[config.mk]
export PLATFORM = sky130hd
export DESIGN_NAME = comp_strg_cmd_ctrl_flat
export DESIGN_NICKNAME = d
export VERILOG_FILES = /design/src/rtl/comp_strg_cmd_ctrl_if.sv /design/src/rtl/comp_strg_cmd_ctrl.sv /design/src/flat_wrapper.sv
export SDC_FILE = /design/constraint.sdc
export NUM_CORES = 1
export LEC_CHECK = 0
export BUFFER_PORTS_ARGS = -buffer_cell sky130_fd_sc_hd__buf_2
export CAP_MARGIN = 25
export CORE_MARGIN = 2
export CORE_UTILIZATION = 40
export DETAILED_ROUTE_END_ITERATION = 8
export PLACE_DENSITY = 0.72
export RECOVER_POWER = 50
export SLEW_MARGIN = 20
export SYNTH_ARGS = -nofsm -noshare
export SYNTH_HDL_FRONTEND = slang
export SYNTH_SLANG_ARGS = --single-unit
[constraint.sdc]
create_clock -name clk -period 2.3 [get_ports clk]
set_input_delay 0.46 -clock clk [delete_from_list [all_inputs] [get_ports clk]]
set_output_delay 0.46 -clock clk [all_outputs]
set_load 0.03 [all_outputs]
[src/rtl/comp_strg_cmd_ctrl_if.sv]
// Bundle of request, storage-bus and response signals for comp_strg_cmd_ctrl.
// Handshakes: a transfer happens on a rising edge where valid && ready are both 1; valid and payload hold until then.
interface comp_strg_cmd_ctrl_if #(
    parameter int STRG_ADDRESS_WIDTH = 5,
    parameter int STRG_DATA_WIDTH    = 32
);
    logic                          req_valid;
    logic                          req_ready;
    logic [1:0]                    req_cmd;
    logic [STRG_ADDRESS_WIDTH-1:0] req_addA;
    logic [STRG_ADDRESS_WIDTH-1:0] req_addB;
    logic [STRG_ADDRESS_WIDTH-1:0] req_addC;
    logic [STRG_DATA_WIDTH-1:0]    req_data;

    logic                          en;
    logic [1:0]                    cmd;
    logic [STRG_ADDRESS_WIDTH-1:0] addA;
    logic [STRG_ADDRESS_WIDTH-1:0] addB;
    logic [STRG_ADDRESS_WIDTH-1:0] addC;
    logic [STRG_DATA_WIDTH-1:0]    dq_out;
    logic                          dq_oe;
    logic [STRG_DATA_WIDTH-1:0]    dq_in;
    logic                          valid_out;

    logic                          rsp_valid;
    logic                          rsp_ready;
    logic [STRG_DATA_WIDTH-1:0]    rsp_data;
    logic                          rsp_err;
    logic                          spurious;

    modport slave (
        input  req_valid, req_cmd, req_addA, req_addB, req_addC, req_data,
        input  dq_in, valid_out, rsp_ready,
        output req_ready, en, cmd, addA, addB, addC, dq_out, dq_oe,
        output rsp_valid, rsp_data, rsp_err, spurious
    );

    modport master (
        output req_valid, req_cmd, req_addA, req_addB, req_addC, req_data,
        output dq_in, valid_out, rsp_ready,
        input  req_ready, en, cmd, addA, addB, addC, dq_out, dq_oe,
        input  rsp_valid, rsp_data, rsp_err, spurious
    );
endinterface

[src/rtl/comp_strg_cmd_ctrl.sv]
// Single-outstanding command controller between a request/response port and a storage array bus.
// Sequence per command: IDLE accept -> ISSUE strobe -> WAIT for valid_out (bounded) -> RESP handshake.
module comp_strg_cmd_ctrl #(
    parameter int STRG_ADDRESS_WIDTH = 5,
    parameter int STRG_DATA_WIDTH    = 32,
    parameter int TIMEOUT            = 15
) (
    input  logic                 clk,
    input  logic                 rst,
    comp_strg_cmd_ctrl_if.slave  bus,
    output logic [1:0]           o_dbg_state
);
    localparam int              CW        = (TIMEOUT > 1) ? $clog2(TIMEOUT) : 1;
    localparam logic [CW-1:0]   CNT_LAST  = CW'(TIMEOUT - 1);
    localparam logic [1:0]      CMD_WRITE = 2'b00;

    typedef enum logic [1:0] {
        S_IDLE  = 2'd0,
        S_ISSUE = 2'd1,
        S_WAIT  = 2'd2,
        S_RESP  = 2'd3
    } state_t;

    state_t                        r_state;
    logic [CW-1:0]                 r_cnt;
    logic                          r_req_ready;
    logic                          r_en;
    logic [1:0]                    r_cmd;
    logic [STRG_ADDRESS_WIDTH-1:0] r_addA;
    logic [STRG_ADDRESS_WIDTH-1:0] r_addB;
    logic [STRG_ADDRESS_WIDTH-1:0] r_addC;
    logic [STRG_DATA_WIDTH-1:0]    r_dq_out;
    logic                          r_dq_oe;
    logic                          r_rsp_valid;
    logic [STRG_DATA_WIDTH-1:0]    r_rsp_data;
    logic                          r_rsp_err;
    logic                          r_spurious;

    always_ff @(posedge clk) begin
        if (rst) begin
            r_state     <= S_IDLE;
            r_cnt       <= '0;
            r_req_ready <= 1'b1;
            r_en        <= 1'b0;
            r_cmd       <= 2'b00;
            r_addA      <= '0;
            r_addB      <= '0;
            r_addC      <= '0;
            r_dq_out    <= '0;
            r_dq_oe     <= 1'b0;
            r_rsp_valid <= 1'b0;
            r_rsp_data  <= '0;
            r_rsp_err   <= 1'b0;
            r_spurious  <= 1'b0;
        end else begin
            // A storage result is only meaningful while a command is waiting for it.
            if (bus.valid_out && (r_state != S_WAIT)) begin
                r_spurious <= 1'b1;
            end

            case (r_state)
                S_IDLE: begin
                    if (bus.req_valid && r_req_ready) begin
                        r_cmd       <= bus.req_cmd;
                        r_addA      <= bus.req_addA;
                        r_addB      <= bus.req_addB;
                        r_addC      <= bus.req_addC;
                        r_en        <= 1'b1;
                        r_dq_oe     <= (bus.req_cmd == CMD_WRITE);
                        r_dq_out    <= (bus.req_cmd == CMD_WRITE) ? bus.req_data : '0;
                        r_req_ready <= 1'b0;
                        r_state     <= S_ISSUE;
                    end
                end
                S_ISSUE: begin
                    r_en     <= 1'b0;
                    r_dq_oe  <= 1'b0;
                    r_dq_out <= '0;
                    r_cnt    <= '0;
                    if (r_cmd == CMD_WRITE) begin
                        r_rsp_valid <= 1'b1;
                        r_rsp_data  <= '0;
                        r_rsp_err   <= 1'b0;
                        r_state     <= S_RESP;
                    end else begin
                        r_state <= S_WAIT;
                    end
                end
                S_WAIT: begin
                    // A result arriving on the last allowed cycle still beats the timeout.
                    if (bus.valid_out) begin
                        r_rsp_valid <= 1'b1;
                        r_rsp_data  <= bus.dq_in;
                        r_rsp_err   <= 1'b0;
                        r_state     <= S_RESP;
                    end else if (r_cnt == CNT_LAST) begin
                        r_rsp_valid <= 1'b1;
                        r_rsp_data  <= '0;
                        r_rsp_err   <= 1'b1;
                        r_state     <= S_RESP;
                    end else begin
                        r_cnt <= r_cnt + 1'b1;
                    end
                end
                S_RESP: begin
                    if (bus.rsp_ready) begin
                        r_rsp_valid <= 1'b0;
                        r_req_ready <= 1'b1;
                        r_state     <= S_IDLE;
                    end
                end
                default: begin
                    r_state <= S_IDLE;
                end
            endcase
        end
    end

    assign bus.req_ready = r_req_ready;
    assign bus.en        = r_en;
    assign bus.cmd       = r_cmd;
    assign bus.addA      = r_addA;
    assign bus.addB      = r_addB;
    assign bus.addC      = r_addC;
    assign bus.dq_out    = r_dq_out;
    assign bus.dq_oe     = r_dq_oe;
    assign bus.rsp_valid = r_rsp_valid;
    assign bus.rsp_data  = r_rsp_data;
    assign bus.rsp_err   = r_rsp_err;
    assign bus.spurious  = r_spurious;
    assign o_dbg_state   = r_state;
endmodule

[src/flat_wrapper.sv]
// flat-port wrapper written by rule: the top's interface ports become plain ports
module comp_strg_cmd_ctrl_flat 
#(
    parameter int STRG_ADDRESS_WIDTH = 5,
    parameter int STRG_DATA_WIDTH    = 32,
    parameter int TIMEOUT            = 15
)
  (clk, rst, o_dbg_state, bus_req_valid, bus_req_cmd, bus_req_addA, bus_req_addB, bus_req_addC, bus_req_data, bus_dq_in, bus_valid_out, bus_rsp_ready, bus_req_ready, bus_en, bus_cmd, bus_addA, bus_addB, bus_addC, bus_dq_out, bus_dq_oe, bus_rsp_valid, bus_rsp_data, bus_rsp_err, bus_spurious);
  comp_strg_cmd_ctrl_if #(.STRG_ADDRESS_WIDTH(STRG_ADDRESS_WIDTH), .STRG_DATA_WIDTH(STRG_DATA_WIDTH)) bus_i ();
  input  logic clk;
  input  logic rst;
  output logic [1:0] o_dbg_state;
  input wire logic [$bits(bus_i.req_valid)-1:0] bus_req_valid;
  input wire logic [$bits(bus_i.req_cmd)-1:0] bus_req_cmd;
  input wire logic [$bits(bus_i.req_addA)-1:0] bus_req_addA;
  input wire logic [$bits(bus_i.req_addB)-1:0] bus_req_addB;
  input wire logic [$bits(bus_i.req_addC)-1:0] bus_req_addC;
  input wire logic [$bits(bus_i.req_data)-1:0] bus_req_data;
  input wire logic [$bits(bus_i.dq_in)-1:0] bus_dq_in;
  input wire logic [$bits(bus_i.valid_out)-1:0] bus_valid_out;
  input wire logic [$bits(bus_i.rsp_ready)-1:0] bus_rsp_ready;
  output wire logic [$bits(bus_i.req_ready)-1:0] bus_req_ready;
  output wire logic [$bits(bus_i.en)-1:0] bus_en;
  output wire logic [$bits(bus_i.cmd)-1:0] bus_cmd;
  output wire logic [$bits(bus_i.addA)-1:0] bus_addA;
  output wire logic [$bits(bus_i.addB)-1:0] bus_addB;
  output wire logic [$bits(bus_i.addC)-1:0] bus_addC;
  output wire logic [$bits(bus_i.dq_out)-1:0] bus_dq_out;
  output wire logic [$bits(bus_i.dq_oe)-1:0] bus_dq_oe;
  output wire logic [$bits(bus_i.rsp_valid)-1:0] bus_rsp_valid;
  output wire logic [$bits(bus_i.rsp_data)-1:0] bus_rsp_data;
  output wire logic [$bits(bus_i.rsp_err)-1:0] bus_rsp_err;
  output wire logic [$bits(bus_i.spurious)-1:0] bus_spurious;
  assign bus_i.req_valid = bus_req_valid;
  assign bus_i.req_cmd = bus_req_cmd;
  assign bus_i.req_addA = bus_req_addA;
  assign bus_i.req_addB = bus_req_addB;
  assign bus_i.req_addC = bus_req_addC;
  assign bus_i.req_data = bus_req_data;
  assign bus_i.dq_in = bus_dq_in;
  assign bus_i.valid_out = bus_valid_out;
  assign bus_i.rsp_ready = bus_rsp_ready;
  assign bus_req_ready = bus_i.req_ready;
  assign bus_en = bus_i.en;
  assign bus_cmd = bus_i.cmd;
  assign bus_addA = bus_i.addA;
  assign bus_addB = bus_i.addB;
  assign bus_addC = bus_i.addC;
  assign bus_dq_out = bus_i.dq_out;
  assign bus_dq_oe = bus_i.dq_oe;
  assign bus_rsp_valid = bus_i.rsp_valid;
  assign bus_rsp_data = bus_i.rsp_data;
  assign bus_rsp_err = bus_i.rsp_err;
  assign bus_spurious = bus_i.spurious;
  comp_strg_cmd_ctrl #(.STRG_ADDRESS_WIDTH(STRG_ADDRESS_WIDTH), .STRG_DATA_WIDTH(STRG_DATA_WIDTH), .TIMEOUT(TIMEOUT)) u_core (.clk(clk), .rst(rst), .bus(bus_i), .o_dbg_state(o_dbg_state));
endmodule
==> impl_metrics.prom <==
# TYPE chip_impl_metric gauge
chip_impl_metric{name="dieArea",unit="µm²"} 9960
chip_impl_metric{name="fin_crit",unit="ps"} 2050
chip_impl_metric{name="share_seq_of_total_power",unit="%"} 41.0
chip_impl_metric{name="final_max_slew_viol_count",unit=""} 0
chip_impl_metric{name="synthesis_warning_total",unit=""} 0
chip_impl_metric{name="clock_sinks",unit=""} 93
chip_impl_metric{name="dr.pass1.iters",unit=""} 6
chip_impl_metric{name="start_util",unit="%"} 41.7
chip_impl_info{name="critical_path.slowest_cell",value="sky130_fd_sc_hd__a222oi_1"} 1
chip_impl_metric{name="fin_cells",unit=""} 717
chip_impl_metric{name="detailroute.via_count",unit=""} 3541
chip_impl_metric{name="worst_slew_pin_slew",unit="ps"} 533
chip_impl_metric{name="netlist_instances",unit=""} 441
chip_impl_metric{name="ctsHtreeMaxLevel",unit=""} 3
chip_impl_metric{name="post_route_cells_drive_above_1_share",unit="%"} 19.7
chip_impl_info{name="crit_start",value="u_core.o_dbg_state[0]"} 1
chip_impl_metric{name="critPathRequiredTime",unit="ps"} 2540
chip_impl_metric{name="drc",unit=""} 0
chip_impl_metric{name="setup-violations-final",unit=""} 0
chip_impl_info{name="outcome",value="finished clean"} 1
chip_impl_metric{name="clock_skew",unit="ps"} 13.6
chip_impl_metric{name="finalHoldViolations",unit=""} 0
chip_impl_metric{name="vias_in_the_first_global_route",unit=""} 3273
chip_impl_metric{name="post-route-period-util",unit="%"} 88.9
chip_impl_info{name="timing.setup.critical_path_class",value="flip-flop to flip-flop"} 1
chip_impl_info{name="rsz0062_at_grt",value="no"} 1
chip_impl_metric{name="global_route_wire_length_before_repair",unit="mm"} 15.3
chip_impl_metric{name="post_cts_hold_buffer_count",unit=""} 0
chip_impl_metric{name="synth_net_count",unit=""} 535
chip_impl_metric{name="power.switching_fraction",unit="%"} 41.4
chip_impl_info{name="hold_path.class",value="input pin to flip-flop"} 1
chip_impl_metric{name="synthToLayoutAreaGrowth",unit="%"} 28.1
chip_impl_info{name="worst_r2r_startpoint",value="u_core.o_dbg_state[0]"} 1
chip_impl_metric{name="die_width",unit="µm"} 99.8
chip_impl_metric{name="postSynthAreaPerCell",unit="µm²"} 8.32
chip_impl_metric{name="worst_path_largest_cell_delay",unit="ps"} 520
chip_impl_metric{name="drtAntennaViolNets",unit=""} 0
chip_impl_metric{name="crit_fanout",unit=""} 7
chip_impl_info{name="timing.critical_path.cells",value="inv_1, ha_1, and2b_2, a222oi_1, mux2i_1, nor2_1"} 1
chip_impl_metric{name="total_switching_power",unit="mW"} 1.88
chip_impl_metric{name="synth-seq-cells",unit=""} 93
chip_impl_metric{name="port-buffer-count",unit=""} 174
chip_impl_metric{name="placed_cells",unit=""} 701
chip_impl_metric{name="max_cap_violations",unit=""} 0
chip_impl_metric{name="ir_worst_vdd",unit="µV"} 502
chip_impl_metric{name="design.core.area",unit="µm²"} 8810
chip_impl_metric{name="track_usage",unit="%"} 18.9
chip_impl_metric{name="post-synth-top-area-fraction",unit="%"} 50.7
chip_impl_metric{name="antenna_found_initial",unit=""} 0
chip_impl_metric{name="clk_pin_slew",unit="ps"} 100
chip_impl_metric{name="cts-buffers-inserted",unit=""} 9
chip_impl_info{name="worstSetupEndpointType",value="flip-flop"} 1
chip_impl_metric{name="route.detailed.wl_per_inst",unit="µm"} 13.5
chip_impl_info{name="cp-endpoint",value="u_core.o_dbg_state[1]"} 1
chip_impl_metric{name="achievable-frequency",unit="GHz"} 0.489
chip_impl_metric{name="synth_seq_area_share",unit="%"} 50.7
chip_impl_metric{name="finalHoldWorstSlack",unit="ps"} 310
chip_impl_metric{name="drt_iter0_markers",unit=""} 129
chip_impl_metric{name="pwr-share-comb",unit="%"} 37.1
chip_impl_info{name="synth_area_leader_cell",value="sky130_fd_sc_hd__dfxtp_1"} 1
chip_impl_metric{name="yosysUniqueCellTypes",unit=""} 36
chip_impl_metric{name="floorplan.rows",unit=""} 34
chip_impl_metric{name="r2r_slack",unit="ps"} 250
chip_impl_metric{name="clkLatencyLatePin",unit="ps"} 360
chip_impl_info{name="cts_tree",value="done"} 1
chip_impl_metric{name="setup_total_negative_slack",unit="ps"} 0
chip_impl_metric{name="cts_buffer_depth",unit=""} 2
chip_impl_metric{name="layout.nets",unit=""} 698
chip_impl_metric{name="place_ws",unit="ps"} 249
chip_impl_info{name="synth_area_leaders",value="sky130_fd_sc_hd__dfxtp_1 51%, sky130_fd_sc_hd__nand3_1 9.1%, sky130_fd_sc_hd__a21oi_1 8.2%, sky130_fd_sc_hd__nand2_1 7.5%, sky130_fd_sc_hd__nand2b_1 5.6%"} 1
chip_impl_metric{name="cts_setup_buffers",unit=""} 0
chip_impl_metric{name="maximum_number_of_pins_on_one_net_before_global_route_repair",unit=""} 49
chip_impl_metric{name="power.clock.fraction",unit="%"} 21.9
chip_impl_metric{name="finalWeightedCongestion",unit=""} 0.801
chip_impl_metric{name="postRouteWirelength",unit="mm"} 9.65
chip_impl_info{name="clock-root-buffer",value="sky130_fd_sc_hd__clkbuf_8"} 1
chip_impl_metric{name="drt-vias-per-instance",unit=""} 4.94
chip_impl_metric{name="cell_internal_pwr",unit="mW"} 2.66
chip_impl_metric{name="power_density",unit="nW/µm²"} 967
chip_impl_info{name="worst_r2r_endpoint",value="u_core.o_dbg_state[1]"} 1
chip_impl_metric{name="ff2ff_path_depth",unit=""} 6
chip_impl_metric{name="die_h",unit="µm"} 99.8
chip_impl_metric{name="cts_repair_resize_count",unit=""} 0
chip_impl_metric{name="cp.arrival",unit="ps"} 2280
chip_impl_metric{name="p_leak",unit="nW"} 1.76
chip_impl_metric{name="antenna_cells",unit=""} 0
chip_impl_metric{name="layout_setup_ws",unit="ps"} 255
chip_impl_info{name="cp-start-kind",value="flip-flop"} 1
chip_impl_metric{name="timing.max_slew.rel_slack",unit="%"} 64.5
chip_impl_metric{name="syn_area",unit="µm²"} 3670
chip_impl_metric{name="globalRouteOverflowTotal",unit=""} 0
chip_impl_metric{name="dp_hpwl",unit="mm"} 6.90
chip_impl_metric{name="top_level_ports",unit=""} 175
chip_impl_metric{name="fillers",unit=""} 869
==> power by group through the flow <==
stage | registers [mW] | clock network [mW] | logic [mW]
2_1_floorplan | 2.19 | 0 | 0.968
3_3_place_gp | 1.89 | 0 | 1.70
3_5_place_dp | 1.89 | 0 | 1.73
4_1_cts | 1.86 | 1.03 | 1.73
5_1_grt | 1.88 | 1.11 | 1.85
6_report | 1.86 | 0.997 | 1.69
==> worst max-delay path: cells and delay by family, from the launching register on <==
kind	cells	cell delay [ps]
AND/OR/NAND/NOR	2	320
flip-flops	1	420
buffers and inverters	1	130
multiplexers	1	240
adder cells (fa/ha/maj)	1	300
AO/OA/AOI/OAI	1	520
==> cell usage after synthesis <==
cell type and n:
sky130_fd_sc_hd__nand2_1 73, sky130_fd_sc_hd__a21o_2 1, sky130_fd_sc_hd__or3b_4 1, sky130_fd_sc_hd__buf_2 7, sky130_fd_sc_hd__a222oi_1 1, sky130_fd_sc_hd__nand4_1 1, sky130_fd_sc_hd__dfxtp_1 93, sky130_fd_sc_hd__clkbuf_2 4
sky130_fd_sc_hd__buf_4 3, sky130_fd_sc_hd__o21ai_0 30, sky130_fd_sc_hd__or3b_2 1, sky130_fd_sc_hd__o21bai_1 1, sky130_fd_sc_hd__a21boi_0 1, sky130_fd_sc_hd__a2bb2oi_1 1, sky130_fd_sc_hd__a211oi_1 1, sky130_fd_sc_hd__a31oi_1 1
sky130_fd_sc_hd__a21oi_2 1, sky130_fd_sc_hd__and4_1 1, sky130_fd_sc_hd__a21oi_1 60, sky130_fd_sc_hd__o2bb2ai_1 1, sky130_fd_sc_hd__o21ai_1 5, sky130_fd_sc_hd__nor2_1 7, sky130_fd_sc_hd__ha_1 8, sky130_fd_sc_hd__nand3_1 67
sky130_fd_sc_hd__buf_1 1, sky130_fd_sc_hd__clkbuf_1 17, sky130_fd_sc_hd__and2b_2 2, sky130_fd_sc_hd__a22oi_4 1, sky130_fd_sc_hd__o21ai_2 1, sky130_fd_sc_hd__inv_1 8, sky130_fd_sc_hd__a311oi_1 2, sky130_fd_sc_hd__a21o_1 2
sky130_fd_sc_hd__mux2i_1 1, sky130_fd_sc_hd__nor3_1 2, sky130_fd_sc_hd__and3_1 1, sky130_fd_sc_hd__nand2b_1 33
==> cell families (layout without fill, tap and decap cells) <==
group	Yosys count	in the layout	share of synthesized area (%)
fa+ha+maj	8	8	2.73
flops	93	93	50.7
compound gates	110	110	16.7
simple gates	189	189	24.8
mux	1	1	0.273
buf+inv	40	208	4.77
==> layout make-up <==
class / instances / area, µm² / area share, %
Clock buffer: 10 / 128 / 2.71
Timing Repair Buffer: 184 / 860 / 18.3
Multi-Input combinational cell: 308 / 1640 / 34.9
Inverter: 8 / 30.0 / 0.639
Clock inverter: 6 / 46.3 / 0.985
Sequential cell: 93 / 1860 / 39.6
Tap cell: 108 / 135 / 2.87
==> how the worst min path moves through the flow <==
stage	start	to	slack, ps	cells past startpoint
2_1_floorplan	u_core.r_cnt[0]	u_core.r_cnt[0]	460	2
3_3_place_gp	u_core.bus.dq_out[11]	u_core.bus.dq_out[11]	440	2
3_5_place_dp	u_core.bus.dq_oe	u_core.bus.dq_oe	440	2
4_1_cts	bus_dq_in[2]	u_core.bus.rsp_data[2]	300	3
5_1_grt	bus_dq_in[30]	u_core.bus.rsp_data[30]	290	3
6_report	bus_dq_in[2]	u_core.bus.rsp_data[2]	310	3
==> stage by stage <==
stage	util (%)	area, µm²	total power [mW]
global placement	52.7	4640	3.59
floorplan	-	3670	3.15
detailed placement	52.7	4640	3.62
global route	53.4	4700	4.84
CTS	54.6	4810	4.62
finish	53.4	4700	4.54
==> layer usage <==
metal,share of wire [%],global-route usage (%),routed length [µm]
met5,0,0,0
met4,2.0,6.64,192
met3,4.7,4.39,451
met2,49,32.4,4770
met1,44,23.3,4240
==> layout by cell type, fill, tap and decap left out, drive strengths merged <==
master and instances:
nor3 2, clkinv 2, clkinvlp 2, a211oi 1, clkbuf 99, a22oi 1, or3b 2, inv 10
o21bai 1, nand2 73, nand4 1, a21oi 61, and4 1, a311oi 2, a2bb2oi 1, nand2b 33
o2bb2ai 1, o21ai 36, a21boi 1, nor2 7, a222oi 1, dfxtp 93, mux2i 1, and3 1
a31oi 1, nand3 67, a21o 3, ha 8, buf 95, and2b 2
==> flip-flops by register name, summed over array words and instances, names as in the netlist, 2 cells and up <==
signal and cells:
u_core.bus.addC 5, u_core.bus.cmd 2, u_core.bus.addA 5, u_core.bus.rsp_data 32, u_core.r_cnt 4, u_core.bus.addB 5, u_core.o_dbg_state 2, u_core.bus.dq_out 32
No activity file was read; power rests on OpenSTA's default activity.
